--- src/rtl/amm_rd_master_pkg.sv ---
// amm_rd_master shared types and width helpers.
// Imported by the read master and its response FIFO.
package amm_rd_master_pkg;

  typedef enum logic [1:0] {
    IDLE,
    REQ,
    DRAIN
  } state_e;

  localparam int unsigned DATA_W_DEF = 64;
  localparam int unsigned ADDR_W_DEF = 10;
  localparam int unsigned DEPTH_DEF  = 8;

  localparam int unsigned LEN_W_DEF  = ADDR_W_DEF + 1;
  localparam int unsigned CNT_W_DEF  = $clog2(DEPTH_DEF) + 1;

  function automatic int unsigned ptr_w(
    input int unsigned depth
  );
    return (depth > 1) ? $clog2(depth) : 1;
  endfunction

  // Occupancy counters must reach depth itself.
  function automatic int unsigned cnt_w(
    input int unsigned depth
  );
    return $clog2(depth) + 1;
  endfunction

endpackage

--- src/rtl/amm_rd_master_fifo.sv ---
// amm_rd_fifo: synchronous show-ahead response buffer.
// Head word is visible combinationally; writes appear next cycle.
module amm_rd_fifo
  import amm_rd_master_pkg::*;
#(
  parameter int unsigned W     = DATA_W_DEF,
  parameter int unsigned DEPTH = DEPTH_DEF,
  parameter int unsigned CW    = cnt_w(DEPTH)
) (
  input  logic          clk_i,
  input  logic          srst_i,
  input  logic          push_i,
  input  logic [W-1:0]  wdata_i,
  input  logic          pop_i,
  output logic [W-1:0]  data_o,
  output logic          empty_o,
  output logic          full_o,
  output logic [CW-1:0] used_o
);

  localparam int unsigned PW = ptr_w(DEPTH);

  logic [W-1:0]  mem_q [DEPTH];
  logic [PW-1:0] wr_q, wr_d;
  logic [PW-1:0] rd_q, rd_d;
  logic [CW-1:0] used_q, used_d;
  logic          do_push;
  logic          do_pop;

  assign empty_o = (used_q == '0);
  assign full_o  = (used_q == CW'(DEPTH));
  assign used_o  = used_q;

  assign do_pop  = pop_i && !empty_o;
  assign do_push = push_i && (!full_o || do_pop);

  // Gate the head so an empty buffer shows zero.
  assign data_o = empty_o ? '0 : mem_q[rd_q];

  always_comb begin
    wr_d   = wr_q;
    rd_d   = rd_q;
    used_d = used_q;
    if (do_push) begin
      wr_d = wr_q + 1'b1;
    end
    if (do_pop) begin
      rd_d = rd_q + 1'b1;
    end
    used_d = used_q + CW'(do_push) - CW'(do_pop);
  end

  always_ff @(posedge clk_i) begin
    if (srst_i) begin
      wr_q   <= '0;
      rd_q   <= '0;
      used_q <= '0;
    end else begin
      wr_q   <= wr_d;
      rd_q   <= rd_d;
      used_q <= used_d;
    end
  end

  always_ff @(posedge clk_i) begin
    if (do_push) begin
      mem_q[wr_q] <= wdata_i;
    end
  end

endmodule

--- src/rtl/amm_rd_master.sv ---
// amm_rd_master: Avalon-MM block read master.
// Streams a contiguous word range out through a credit-limited FIFO.
module amm_rd_master
  import amm_rd_master_pkg::*;
#(
  parameter int unsigned DATA_WIDTH = DATA_W_DEF,
  parameter int unsigned ADDR_WIDTH = ADDR_W_DEF,
  parameter int unsigned FIFO_DEPTH = DEPTH_DEF
) (
  input  logic                  clk_i,
  input  logic                  srst_i,
  input  logic                  run_i,
  input  logic [ADDR_WIDTH-1:0] base_addr_i,
  input  logic [ADDR_WIDTH:0]   length_i,
  output logic                  busy_o,
  output logic [ADDR_WIDTH-1:0] amm_rd_address_o,
  output logic                  amm_rd_read_o,
  input  logic                  amm_rd_waitrequest_i,
  input  logic [DATA_WIDTH-1:0] amm_rd_readdata_i,
  input  logic                  amm_rd_readdatavalid_i,
  output logic [DATA_WIDTH-1:0] data_o,
  output logic                  valid_o,
  output logic                  last_o,
  input  logic                  ready_i
);

  localparam int unsigned LW = ADDR_WIDTH + 1;
  localparam int unsigned CW = cnt_w(FIFO_DEPTH);
  localparam int unsigned SW = CW + 1;

  state_e                state_q, state_d;
  logic [ADDR_WIDTH-1:0] addr_q, addr_d;
  logic [LW-1:0]         len_q, len_d;
  logic [LW-1:0]         left_q, left_d;
  logic [LW-1:0]         idx_q, idx_d;
  logic [CW-1:0]         out_q, out_d;
  logic                  held_q, held_d;

  logic                  rd;
  logic                  accept;
  logic                  rsp;
  logic                  pop;
  logic                  credit;
  logic                  is_last;
  logic [SW-1:0]         inflight;
  logic [CW-1:0]         used;
  logic                  empty;
  logic                  full;

  amm_rd_fifo #(
    .W     (DATA_WIDTH),
    .DEPTH (FIFO_DEPTH),
    .CW    (CW)
  ) u_fifo (
    .clk_i   (clk_i),
    .srst_i  (srst_i),
    .push_i  (rsp),
    .wdata_i (amm_rd_readdata_i),
    .pop_i   (pop),
    .data_o  (data_o),
    .empty_o (empty),
    .full_o  (full),
    .used_o  (used)
  );

  // Every raised read reserves a FIFO slot for its answer.
  assign inflight = {1'b0, out_q} + {1'b0, used};
  assign credit   = !full && (inflight < SW'(FIFO_DEPTH));

  assign rd     = (state_q == REQ) && (held_q || credit);
  assign accept = rd && !amm_rd_waitrequest_i;
  assign rsp    = amm_rd_readdatavalid_i && (out_q != '0);

  assign valid_o = !empty;
  assign pop     = valid_o && ready_i;
  assign is_last = (idx_q == len_q - 1'b1);
  assign last_o  = valid_o && is_last;

  assign busy_o           = (state_q != IDLE);
  assign amm_rd_read_o    = rd;
  assign amm_rd_address_o = addr_q;

  always_comb begin
    out_d  = out_q + CW'(accept) - CW'(rsp);
    held_d = rd && amm_rd_waitrequest_i;
  end

  always_comb begin
    state_d = state_q;
    addr_d  = addr_q;
    len_d   = len_q;
    left_d  = left_q;
    idx_d   = idx_q;
    if (accept) begin
      addr_d = addr_q + 1'b1;
      left_d = left_q - 1'b1;
    end
    if (pop) begin
      idx_d = idx_q + 1'b1;
    end
    unique case (state_q)
      IDLE: begin
        if (run_i && (length_i != '0)) begin
          state_d = REQ;
          addr_d  = base_addr_i;
          len_d   = length_i;
          left_d  = length_i;
          idx_d   = '0;
        end
      end
      REQ: begin
        if (accept && (left_q == LW'(1))) begin
          state_d = DRAIN;
        end
      end
      DRAIN: begin
        if (pop && is_last) begin
          state_d = IDLE;
        end
      end
      default: begin
        state_d = IDLE;
      end
    endcase
  end

  always_ff @(posedge clk_i) begin
    if (srst_i) begin
      state_q <= IDLE;
      addr_q  <= '0;
      len_q   <= '0;
      left_q  <= '0;
      idx_q   <= '0;
      out_q   <= '0;
      held_q  <= 1'b0;
    end else begin
      state_q <= state_d;
      addr_q  <= addr_d;
      len_q   <= len_d;
      left_q  <= left_d;
      idx_q   <= idx_d;
      out_q   <= out_d;
      held_q  <= held_d;
    end
  end

endmodule

--- config.mk ---
export PLATFORM = sky130hd
export DESIGN_NAME = amm_rd_master
export DESIGN_NICKNAME = d
export VERILOG_FILES = /design/src/rtl/amm_rd_master_pkg.sv /design/src/rtl/amm_rd_master_fifo.sv /design/src/rtl/amm_rd_master.sv
export SDC_FILE = /design/constraint.sdc
export NUM_CORES = 1
export LEC_CHECK = 0
export ABC_AREA = 1
export CAP_MARGIN = 20
export CORE_UTILIZATION = 38
export CTS_BUF_LIST = sky130_fd_sc_hd__clkbuf_8
export DETAILED_ROUTE_END_ITERATION = 8
export HOLD_SLACK_MARGIN = 0.02
export PLACE_DENSITY = 0.61
export SETUP_SLACK_MARGIN = 0.2
export SYNTH_ARGS = -nofsm -noshare
export SYNTH_HDL_FRONTEND = slang
export SYNTH_SLANG_ARGS = --single-unit
--- constraint.sdc ---
create_clock -name clk_i -period 5.5 [get_ports clk_i]
set_input_delay 1.1 -clock clk_i [delete_from_list [all_inputs] [get_ports clk_i]]
set_output_delay 1.1 -clock clk_i [all_outputs]
set_load 0.005 [all_outputs]
==> flow_summary.ini, run 1 <==
[placed_design]
io_buffers = 168
post-dp-hpwl_um = 31800
gp_congestion = 0.841

[clock_tree]
post_cts_buffers = 0
cts.sinks = 575
tritoncts = built
htree_levels = 3
cts_resized = 0
numCtsBuffers = 96
hold_buffers = 0
clk_latency_ns = 0.70
clkTransAtPathRegs_ns = 0.06
cts-root-buf = clkbuf_8
cts_buffer_depth = 3

[finish]
final_common_cell = edfxtp_1
drive_gt1_frac = 0.0810
num-fill-cells = 5476
synthToLayoutAreaGrowth_pct = 17.7
final_cell_mix = 512 x edfxtp_1, 443 x nor2_1, 297 x o21ai_0, 168 x clkdlybuf4s50_1, 117 x nand2_1
finalNetCount = 2276

[global_routing]
grt_pass1_wl_um = 88100
grt_max_degree = 114
grt_pass1_vias = 15400
grt_usage = 0.180
overflow = 0
antenna_found_initial = 9

[pwr]
switching_power_w = 0.00410
p_total_w = 0.0125
netSwitchingFraction = 0.327
p_clk_frac = 0.280
p_int_w = 0.00843
sequentialPowerShare = 0.425
ir_drop_mv = 0.239
p_per_area_nw_per_um2 = 453
comb_power_share = 0.295
leakage_nw = 9.54

[sta]
finalSetupViolCount = 0
fin_crit_sh = 0.848
worst_slew_pin_slew_ns = 1.00
final-hold-violation-count = 0
period_needed_ns = 4.66
final.setup_skew_ns = 0.0519
holdWs_ns = 0.470
clock.fmax_ghz = 0.214
slew_violations = 0
finalSetupTns_ns = 0
rsz0062_at_grt = no
slew_headroom = 0.331

[route]
ant_nets = 0
viasPerCell = 5.21
wl_per_cell_um = 19.0
wirelength_um = 57500
dr.pass1.iters = 5
route.detailed.drc = 0
vias = 15700
drtIter0Drc = 991

[floorplanning]
row_count = 90
core_region_area_um2 = 60700
dieArea_um2 = 62900
initial_core_util = 0.387
dieHeight_um = 251
ios = 169
dieWidth_um = 251

[logic_synthesis]
ys_ff_latch = 575
synth_nets = 2098
synth_area_um2 = 23500
synth-xor-area-share = 0.0112
post_synth.cell_area_avg_um2 = 11.9
yosys_warnings = 0
synth_compound_area_frac = 0.117
synth_top_family_by_area = compound AO/OA/AOI/OAI gates
netlist.top_cell.by_area = edfxtp_1
ys_top_cells_by_area = edfxtp_1 65%, nor2_1 7.2%, o21ai_0 6.3%
synth_cell_types = 41
syn-instance-count = 1984
seq_area_frac_synth = 0.708
synthAdderAreaFrac = 0.0129
yosys.area_share.simple = 0.112
synth_top_cell_area_share = 0.654
synthMuxAreaShare = 0

[critical_path]
start_kind = flip-flop
path_cells = inv_6 -> buf_4 -> o21ai_0 -> o22ai_1 -> o21ai_0 -> a31oi_1 -> clkdlybuf4s50_1
ff2ff_path_depth = 11
crit_path_end_kind = output port
r2r_slack_ns = 1.76
slowest_stage = clkdlybuf4s50_1
crit_fanout = 72
r2r-end = u_fifo.mem_q[6][23]
slowest_delay_ns = 0.58
worstSetupPathType = reg2out
crit_arrival_ns = 3.56
cp_common_cell = o21ai_0
reg2reg_from = u_fifo.used_o[2]
crit_required_ns = 4.40

[hold_path]
whs_path_depth = 2
min_to = len_q[10]
hold_start = len_q[10]
hold_class = reg2reg

[flow_run]
cap_violations = 0

[outcome]
status = finished, final reports clean
==> cells in the mapped netlist, drive strengths merged <==
master  instances
inv            78
o21bai          1
nor2          455
xor2           21
edfxtp        512
ha             21
clkbuf         59
or2             4
o22ai          65
buf            59
nor4            2
nand2         121
o21ai         354
a31o            1
o211ai          7
xnor2           9
dfxtp          63
a31oi          65
nand4           7
a211oi          2
fa              2
a21boi          1
nand3          52
nor3           10
and3            1
a21oi          12
==> through the flow <==
stage | instance area, um^2 | instances | worst slack (ns) | util
CTS | 27700 | 3017 | 0.800 | 0.456
global route | 27700 | 3019 | 0.599 | 0.456
detailed placement | 25900 | 2846 | 1.55 | 0.427
global placement | 25900 | 2846 | 1.56 | 0.427
finish | 27700 | 3019 | 0.838 | 0.456
floorplan | 23500 | 1984 | 0.729 | -
==> power by group through the flow <==
stage | logic (W) | registers [W] | clock network [W]
3_3_place_gp | 0.00370 | 0.00540 | 0
5_1_grt | 0.00410 | 0.00536 | 0.00376
4_1_cts | 0.00376 | 0.00532 | 0.00358
3_5_place_dp | 0.00373 | 0.00541 | 0
6_report | 0.00370 | 0.00532 | 0.00351
2_1_floorplan | 0.00211 | 0.00538 | 0
==> critical path: cells and delay by family, from the launching register on <==
family / cells / cell delay (ns)
buffers and inverters: 3 / 1.54
AO/OA/AOI/OAI: 4 / 0.82
flip-flops: 1 / 0.52
==> how the worst max path moves through the flow <==
| stage | start | end | slack (ns) | cells past startpoint |
|---|---|---|---|---|
| final | flip-flop | data_o[63] | 0.84 | 7 |
| after global routing | flip-flop | data_o[63] | 0.60 | 7 |
| after CTS | flip-flop | data_o[3] | 0.80 | 6 |
| after detailed placement | flip-flop | data_o[3] | 1.55 | 6 |
| after global placement | flip-flop | data_o[9] | 1.56 | 7 |
| after floorplan | amm_rd_readdatavalid_i | u_fifo.mem_q[0][0] | 0.73 | 5 |
==> logic make-up after synthesis <==
group                      Yosys count
AOI/OAI and AO/OA                  508
xor gates and xnor gates            30
adders and majority gates           23
buffers and inverters              196
DFF                                575
and+or+nand+nor                    652
==> registers in the layout (all words and copies together) (netlist names), named ones only <==
name and flops:
u_fifo.wr_q 3, left_q 11, u_fifo.used_o 4, idx_q 11, out_q 4, len_q 11
amm_rd_address_o 10, u_fifo.mem_q 512, u_fifo.rd_q 3, state_q 2, held_q 1
==> routing by layer <==
metal / GRT usage / vias up / part of all wire
met2: 0.292 / 417 / 0.47
met3: 0.0440 / 120 / 0.055
met4: 0.0694 / 14 / 0.031
li1: - / 7469 / -
met1: 0.234 / 7714 / 0.44
met5: 0 / - / 0.0019
==> layout make-up <==
| cell class | instances | area (um^2) | share of cell area |
|---|---|---|---|
| multi-input combinational | 1213 | 5990 | 0.217 |
| timing repair buffer | 198 | 1990 | 0.0720 |
| clock buffer | 100 | 1380 | 0.0497 |
| antenna | 2 | 5.00 | 0.000181 |
| sequential | 575 | 16600 | 0.601 |
| clock inverter | 71 | 389 | 0.0141 |
| inverter | 78 | 303 | 0.0109 |
| tap | 782 | 978 | 0.0353 |
Power figures use the tool's default switching activity.
==> inputs of run 2 (changes only) <==
--- a/config.mk
+++ b/config.mk
@@ -11,7 +11,7 @@
 export CTS_BUF_LIST = sky130_fd_sc_hd__clkbuf_8
 export DETAILED_ROUTE_END_ITERATION = 8
 export HOLD_SLACK_MARGIN = 0.02
-export PLACE_DENSITY = 0.61
+export PLACE_DENSITY = 0.63
 export SETUP_SLACK_MARGIN = 0.2
 export SYNTH_ARGS = -nofsm -noshare
 export SYNTH_HDL_FRONTEND = slang
==> constraint.sdc (replaced) <==
create_clock -name clk_i -period 3.75 [get_ports clk_i]
set_input_delay 0.75 -clock clk_i [delete_from_list [all_inputs] [get_ports clk_i]]
set_output_delay 0.75 -clock clk_i [all_outputs]
set_load 0.005 [all_outputs]
==> flow_summary.ini, run 2 (synthesis gave the netlist of run 1 again) <==
[outcome]
status = finished, final reports clean

[critical_path]
start_kind = flip-flop
crit_arrival_ns = 2.72
r2r_slack_ns = 0.77
reg2reg_from = u_fifo.used_o[2]
crit_path_end_kind = output port
slowest_delay_ns = 0.59
slowest_stage = clkdlybuf4s50_1
worstSetupPathType = reg2out
cp_common_cell = o21ai_0
path_cells = clkbuf_4 -> buf_4 -> o21ai_0 -> o22ai_1 -> o21ai_0 -> a31oi_1 -> clkdlybuf4s50_1
r2r-end = u_fifo.used_o[2]
crit_required_ns = 3.00
ff2ff_path_depth = 13
crit_fanout = 5

[finish]
largest_register = u_fifo.mem_q
final_common_cell = edfxtp_1
num-fill-cells = 5382
final_cells = 3057
largest_register_ffs = 512
synthToLayoutAreaGrowth_pct = 22.0
finalNetCount = 2322
final_util = 0.473
final_cell_mix = 512 x edfxtp_1, 443 x nor2_1, 297 x o21ai_0, 154 x clkdlybuf4s50_1, 117 x nand2_1
finalInstanceArea_um2 = 28700
drive_gt1_frac = 0.104

[floorplanning]
ios = 169
core_region_area_um2 = 60700
row_count = 90
dieHeight_um = 251
initial_core_util = 0.387
dieArea_um2 = 62900
dieWidth_um = 251

[sta]
finalSetupViolCount = 0
period_needed_ns = 3.47
holdWs_ns = 0.470
fin_crit_sh = 0.925
final.setup_skew_ns = 0.0416
rsz0062_at_grt = yes
worst_slew_pin_slew_ns = 0.554
slew_headroom = 0.630
slew_violations = 0
final-hold-violation-count = 0
clock.fmax_ghz = 0.288

[route]
ant_nets = 0
wl_per_cell_um = 19.8
vias = 16100
route.detailed.drc = 0
dr.pass1.iters = 5
viasPerCell = 5.27
wirelength_um = 60600
drtIter0Drc = 1357

[placed_design]
place_area_um2 = 26200
placed_cells = 2860
io_buffers = 168
post-dp-hpwl_um = 32000
gp_congestion = 0.829

[global_routing]
grt_usage = 0.185
grt_max_degree = 72
antenna_found_initial = 7
overflow = 0
grt_pass1_wl_um = 90100
grt_pass1_vias = 15700

[clock_tree]
htree_levels = 3
clk_latency_ns = 0.70
clkTransAtPathRegs_ns = 0.06
numCtsBuffers = 95
tritoncts = built
cts.sinks = 575
cts_buffer_depth = 3
cts-root-buf = clkbuf_8

[pwr]
p_total_w = 0.0191
ir_drop_mv = 0.361
leakage_nw = 10.1
p_per_area_nw_per_um2 = 666

[hold_path]
hold_class = reg2reg
min_to = len_q[10]
hold_start = len_q[10]
whs_path_depth = 2

[flow_run]
cap_violations = 0
run 2: worst max-delay path by stage:
| stage | from | to | slack [ns] | depth (start not counted) |
|---|---|---|---|---|
| 2_1_floorplan | amm_rd_readdatavalid_i | u_fifo.mem_q[0][0] | -0.67 | 5 |
| 3_3_place_gp | flip-flop | data_o[39] | 0.51 | 7 |
| 3_5_place_dp | flip-flop | data_o[39] | 0.49 | 7 |
| 4_1_cts | flip-flop | data_o[60] | 0.15 | 6 |
| 5_1_grt | flip-flop | data_o[44] | 0.14 | 7 |
| 6_report | flip-flop | data_o[2] | 0.28 | 7 |
run 2: critical path, delay by kind of cell (launching register included):
| family | cells | cell delay (ns) |
|---|---|---|
| compound gates | 4 | 0.70 |
| flops | 1 | 0.40 |
| buf+inv | 3 | 0.95 |
run 2: layout make-up:
| cell class | count | area, um^2 | area share |
|---|---|---|---|
| diodes | 2 | 5.00 | 0.000174 |
| clock inverters | 64 | 355 | 0.0124 |
| repair buffers | 242 | 2940 | 0.102 |
| repair inverters | 2 | 20.0 | 0.000698 |
| multi-input cells | 1214 | 6070 | 0.212 |
| well taps | 782 | 978 | 0.0341 |
| flip-flops and latches | 575 | 16600 | 0.580 |
| clock buffers | 98 | 1350 | 0.0470 |
| inverters | 78 | 337 | 0.0117 |
run 2: timing repair:
item                                    4_1_cts  5_1_grt
setup buffers                                 8       12
hold buffers                                  0        0
gates cloned                                  4        9
endpoints found under the setup margin       65       57
gates resized for setup                      42       28
pin swaps                                     1        3
run 2: layer usage:
layer	part of all wire	GRT usage	vias up	wire length, um
met2	0.48	0.297	499	29300
met5	0.00092	0	-	56
met3	0.059	0.0396	88	3590
li1	-	-	7578	-
met1	0.44	0.251	7952	26600
met4	0.018	0.0536	8	1080
run 2: power breakdown:
group	internal [W]	switching [W]
registers	0.00758	0.000188
clock network	0.00256	0.00249
logic	0.00268	0.00362
run 2: through the flow:
stage	TNS [ns]	setup WS, ns
floorplan	-256.69	-0.671
detailed placement	0	0.491
finish	0	0.280
global placement	0	0.511
global route	0	0.142
CTS	0	0.148
==> edit 1, RTL diff (config.mk and constraints of run 1) <==
Take the reset off `wr_q` and load it in a clocked block of its own.
--- a/src/rtl/amm_rd_master_fifo.sv
+++ b/src/rtl/amm_rd_master_fifo.sv
@@ -54,3 +54,2 @@
     if (srst_i) begin
-      wr_q   <= '0;
       rd_q   <= '0;
@@ -58,3 +57,2 @@
     end else begin
-      wr_q   <= wr_d;
       rd_q   <= rd_d;
@@ -62,2 +60,6 @@
     end
+  end
+
+  always_ff @(posedge clk_i) begin
+    wr_q <= wr_d;
   end
Function: no difference found for any inputs over 4 cycles, from zero or initial values and one cycle with srst_i high; that may be too few to reach the edited logic, so the function may still have changed.
==> edit 1 against run 1 <==
Sequential cell count is the same; core utilization grew 0.33 points; wire length shrank 1.0%; non-clock buffer count shrank 10; setup slack lost 170 ps; final area grew 0.53%; largest cell class unchanged; total power grew 2.6%; area after synthesis shrank 0.49%; critical path type unchanged; via count shrank 0.88%.
==> edit 1: results (changes against run 1) <==
| Metric | Value |
|---|---|
| Clock latency at the later pin of the worst-skew pair | 680 ps (-20 ps) |
| Synth cell count leaders | edfxtp_1, nor2_1, o21ai_0 |
| Detailed-route wire length | 56.9 mm (-1.0%) |
| Routed wire per std cell | 18.9 um (-0.57%) |
| Crit path max-delay cell type | buf_12 |
| Clock skew after layout | 36.8 ps (-15.1 ps) |
| Crit path largest cell delay | 700 ps (+120 ps) |
| Ant. Diodes | 0 (-2) |
| Hpwl dp | 29.6 mm (-7.1%) |
| Data arrival, critical path | 3730 ps (+170 ps) |
| First-pass GRT wire length | 87.0 mm (-1.2%) |
| Worst vdd ir | 0.244 mV (+2.0%) |
| FF-to-FF setup slack | 2390 ps (+630 ps) |
| All-Layer GR Usage | 0.180 (about the same) |
| Top cells by area, synth | edfxtp_1, o21ai_0, nor2_1, dfxtp_1, a31oi_1 |
| Pint | 8.80 mW (+4.3%) |
| Met1 usage | 0.235 (+0.00108) |
| Grt met2 use | 0.295 (+0.00317) |
| Via density | 5.19 (-0.45%) |
| Sequential share of the synthesized area | 0.712 (+0.00480) |
| Synth unique cells | 40 (-2.4%) |
| Vias in the first global route | 15391 (-0.35%) |
| Gp weighted congestion | 0.821 (-2.3%) |
| Layout cells sized above 1 | 0.0773 (-0.00365) |
| Met3 usage | 0.0419 (-0.00213) |
| Outcome | complete, no violations |
| Filler instances | 5455 (-0.38%) |
| Leakage | 9.60 nW (+0.60%) |
| Sequential power share | 0.424 (about the same) |
| Crit Path Max Fanout | 216 (+200%) |
| Syn Inst Count | 1980 (-0.20%) |
| Mapped Nets | 2094 (-0.19%) |
| Largest net degree at the start of global routing | 217 (+90%) |
| Iteration-0 DRC Markers | 1136 (+15%) |
| Final net count | 2262 (-0.62%) |
| Number of synthesized flops with an enable pin | 515 (+0.59%) |
| Relative slew margins | 0.319 (-0.0115) |
edit 1: worst max-delay path: cells and delay by family (launching register included):
family | cells | cell delay, ps
flops | 1 | 640
buf+inv | 2 | 1300
compound gates | 4 | 980
edit 1: worst paths after layout:
check / from / to / depth (start not counted)
setup / recovery: flop / data_o[45] / 6
hold / removal: len_q[10] / len_q[10] / 2
setup reg to reg: u_fifo.used_o[2] / u_fifo.mem_q[2][20] / 9
hold reg to reg: len_q[10] / len_q[10] / 2
edit 1: metrics by stage:
stage	instance area [um2]	power, mW	hold WS [ps]	utilization	setup slack (ps)
final	27800	12.9	462	0.459	671
after floorplan	23400	7.53	433	-	632
after global routing	27800	13.6	481	0.459	489
after CTS	27800	13.0	466	0.459	643
after global placement	25900	9.10	448	0.427	1410
after detailed placement	25900	9.15	458	0.427	1420
edit 1: final cells by class:
type	instances	area (um2)	share of cell area
Inverter	85	334	0.0120
Multi-Input combinational cell	1203	5950	0.214
Sequential cell	575	16700	0.599
Tap cell	782	978	0.0352
Clock inverter	76	607	0.0218
Clock buffer	97	1340	0.0480
Timing Repair Buffer	188	1960	0.0703
edit 1: logic make-up (layout without fill, tap and decap cells):
family          Yosys count  in the layout  share of synthesized area
compound gates          521            521                      0.120
xor+xnor                 26             26                    0.00973
simple gates            633            633                      0.108
flops                   575            575                      0.712
buf+inv                 202            446                     0.0362
fa+ha+maj                23             23                     0.0129
edit 1: layer usage:
| metal | vias up | wire length (um) | share of wire |
|---|---|---|---|
| met4 | 18 | 1270 | 0.022 |
| li1 | 7465 | - | - |
| met5 | - | 132 | 0.0023 |
| met3 | 104 | 3580 | 0.063 |
| met1 | 7550 | 24900 | 0.44 |
| met2 | 458 | 27000 | 0.47 |
==> edit 2, RTL diff (config.mk and constraints of run 1) <==
Made on the original files. Set the package constant `DEPTH_DEF` to 4 (it was 8).
--- a/src/rtl/amm_rd_master_pkg.sv
+++ b/src/rtl/amm_rd_master_pkg.sv
@@ -12,3 +12,3 @@
   localparam int unsigned ADDR_W_DEF = 10;
-  localparam int unsigned DEPTH_DEF  = 8;
+  localparam int unsigned DEPTH_DEF  = 4;
 
Behaviour: same outputs for any inputs over 4 cycles, from zero or initial values and one cycle with srst_i high; that may be too few to reach the edited logic, so the function may still have changed.
==> edit 2 against run 1 <==
Critical path depth decreased by 2; synthesized cell count decreased by 37%; sequential share of layout area down 6.0 points; sequential cell count fell by 261; total power shrank 43%; worst hold slack got worse by 5.1 ps; first-iteration DRC count is 52% lower; area after synthesis down 44%; setup slack gained 200 ps; sequential power shrank 43%; final area fell by 41%; wire length shrank 46%; largest power group unchanged.
==> edit 2: results (changes against run 1) <==
| Metric | Value |
|---|---|
| Outcome | complete, no violations |
| Filler instances | 3095 (-43%) |
| Clock skew after layout | 10.2 ps (-41.7 ps) |
| Grt met2 use | 0.288 (-0.00423) |
| Cells after DPL | 1818 (-36%) |
| Worst-margin pin slew | 1040 ps (+38.9 ps) |
| Worst vdd ir | 0.243 mV (+1.7%) |
| Post-Synth Adder-Cell Area | 0.0172 (+0.00434) |
| Met3 usage | 0.0343 (-0.00973) |
| Data arrival, critical path | 3370 ps (-190 ps) |
| Non-Filler Cell Area, Final | 16300 um2 (-41%) |
| CTS buffer count | 52 (-46%) |
| Ant. Diodes | 0 (-2) |
| Clk pwr share | 0.278 (-0.002) |
| First-pass GRT wire length | 48.7 mm (-45%) |
| Sequential power share | 0.424 (about the same) |
| Final net count | 1532 (-33%) |
| XOR/XNOR Fraction of Synth Area | 0.0166 (+0.00538) |
| Vias in the first global route | 9072 (-41%) |
| Layout cells sized above 1 | 0.0669 (-0.0141) |
| Synth cell count leaders | nor2_1, edfxtp_1, o21ai_0 |
| Crit path largest cell delay | 740 ps (+160 ps) |
| FF-to-FF setup slack | 2330 ps (+570 ps) |
| Mapped Nets | 1360 (-35%) |
| Routed wire per std cell | 16.2 um (-15%) |
| Largest net degree at the start of global routing | 98 (-14%) |
| Gp weighted congestion | 0.848 (+0.87%) |
| Synth Area in Compound Gates | 0.101 (-0.0158) |
| Met1 usage | 0.233 (-0.000406) |
| Iteration-0 DRC Markers | 472 (-52%) |
| Syn Area/Cell | 10.6 um2 (-11%) |
| Crit Path Max Fanout | 97 (+35%) |
| Leakage | 5.94 nW (-38%) |
-- edit 2: changes by cell type in the layout (fill, tap and decap cells not counted), moves of 17 or more --
cell / delta
o21ai_0: -155
nand3_1: -17
clkbuf_8: -43
o21ai_1: -42
o22ai_1: -60
a31oi_1: -65
edfxtp_1: -256
a21oi_1: +71
nor2_1: -132
-- edit 2: final cells by class --
class / instances / share of cell area
clock buffer: 57 / 0.0480
clock inverter: 38 / 0.0139
inverter: 78 / 0.0180
multi-input combinational: 800 / 0.236
sequential: 314 / 0.542
tap: 448 / 0.0343
timing repair buffer: 178 / 0.108
-- edit 2: path summary, 6_finish.rpt --
kind,depth (start not counted),to,from
setup / recovery,5,data_o[9],flop
hold / removal,2,len_q[10],len_q[10]
setup reg to reg,14,out_q[2],u_fifo.used_o[2]
hold reg to reg,2,len_q[10],len_q[10]
-- edit 2: metal layers --
layer,up-vias,part of all wire
li1,4619,-
met1,4346,0.46
met2,205,0.47
met3,46,0.051
met4,4,0.016
met5,-,0.00077
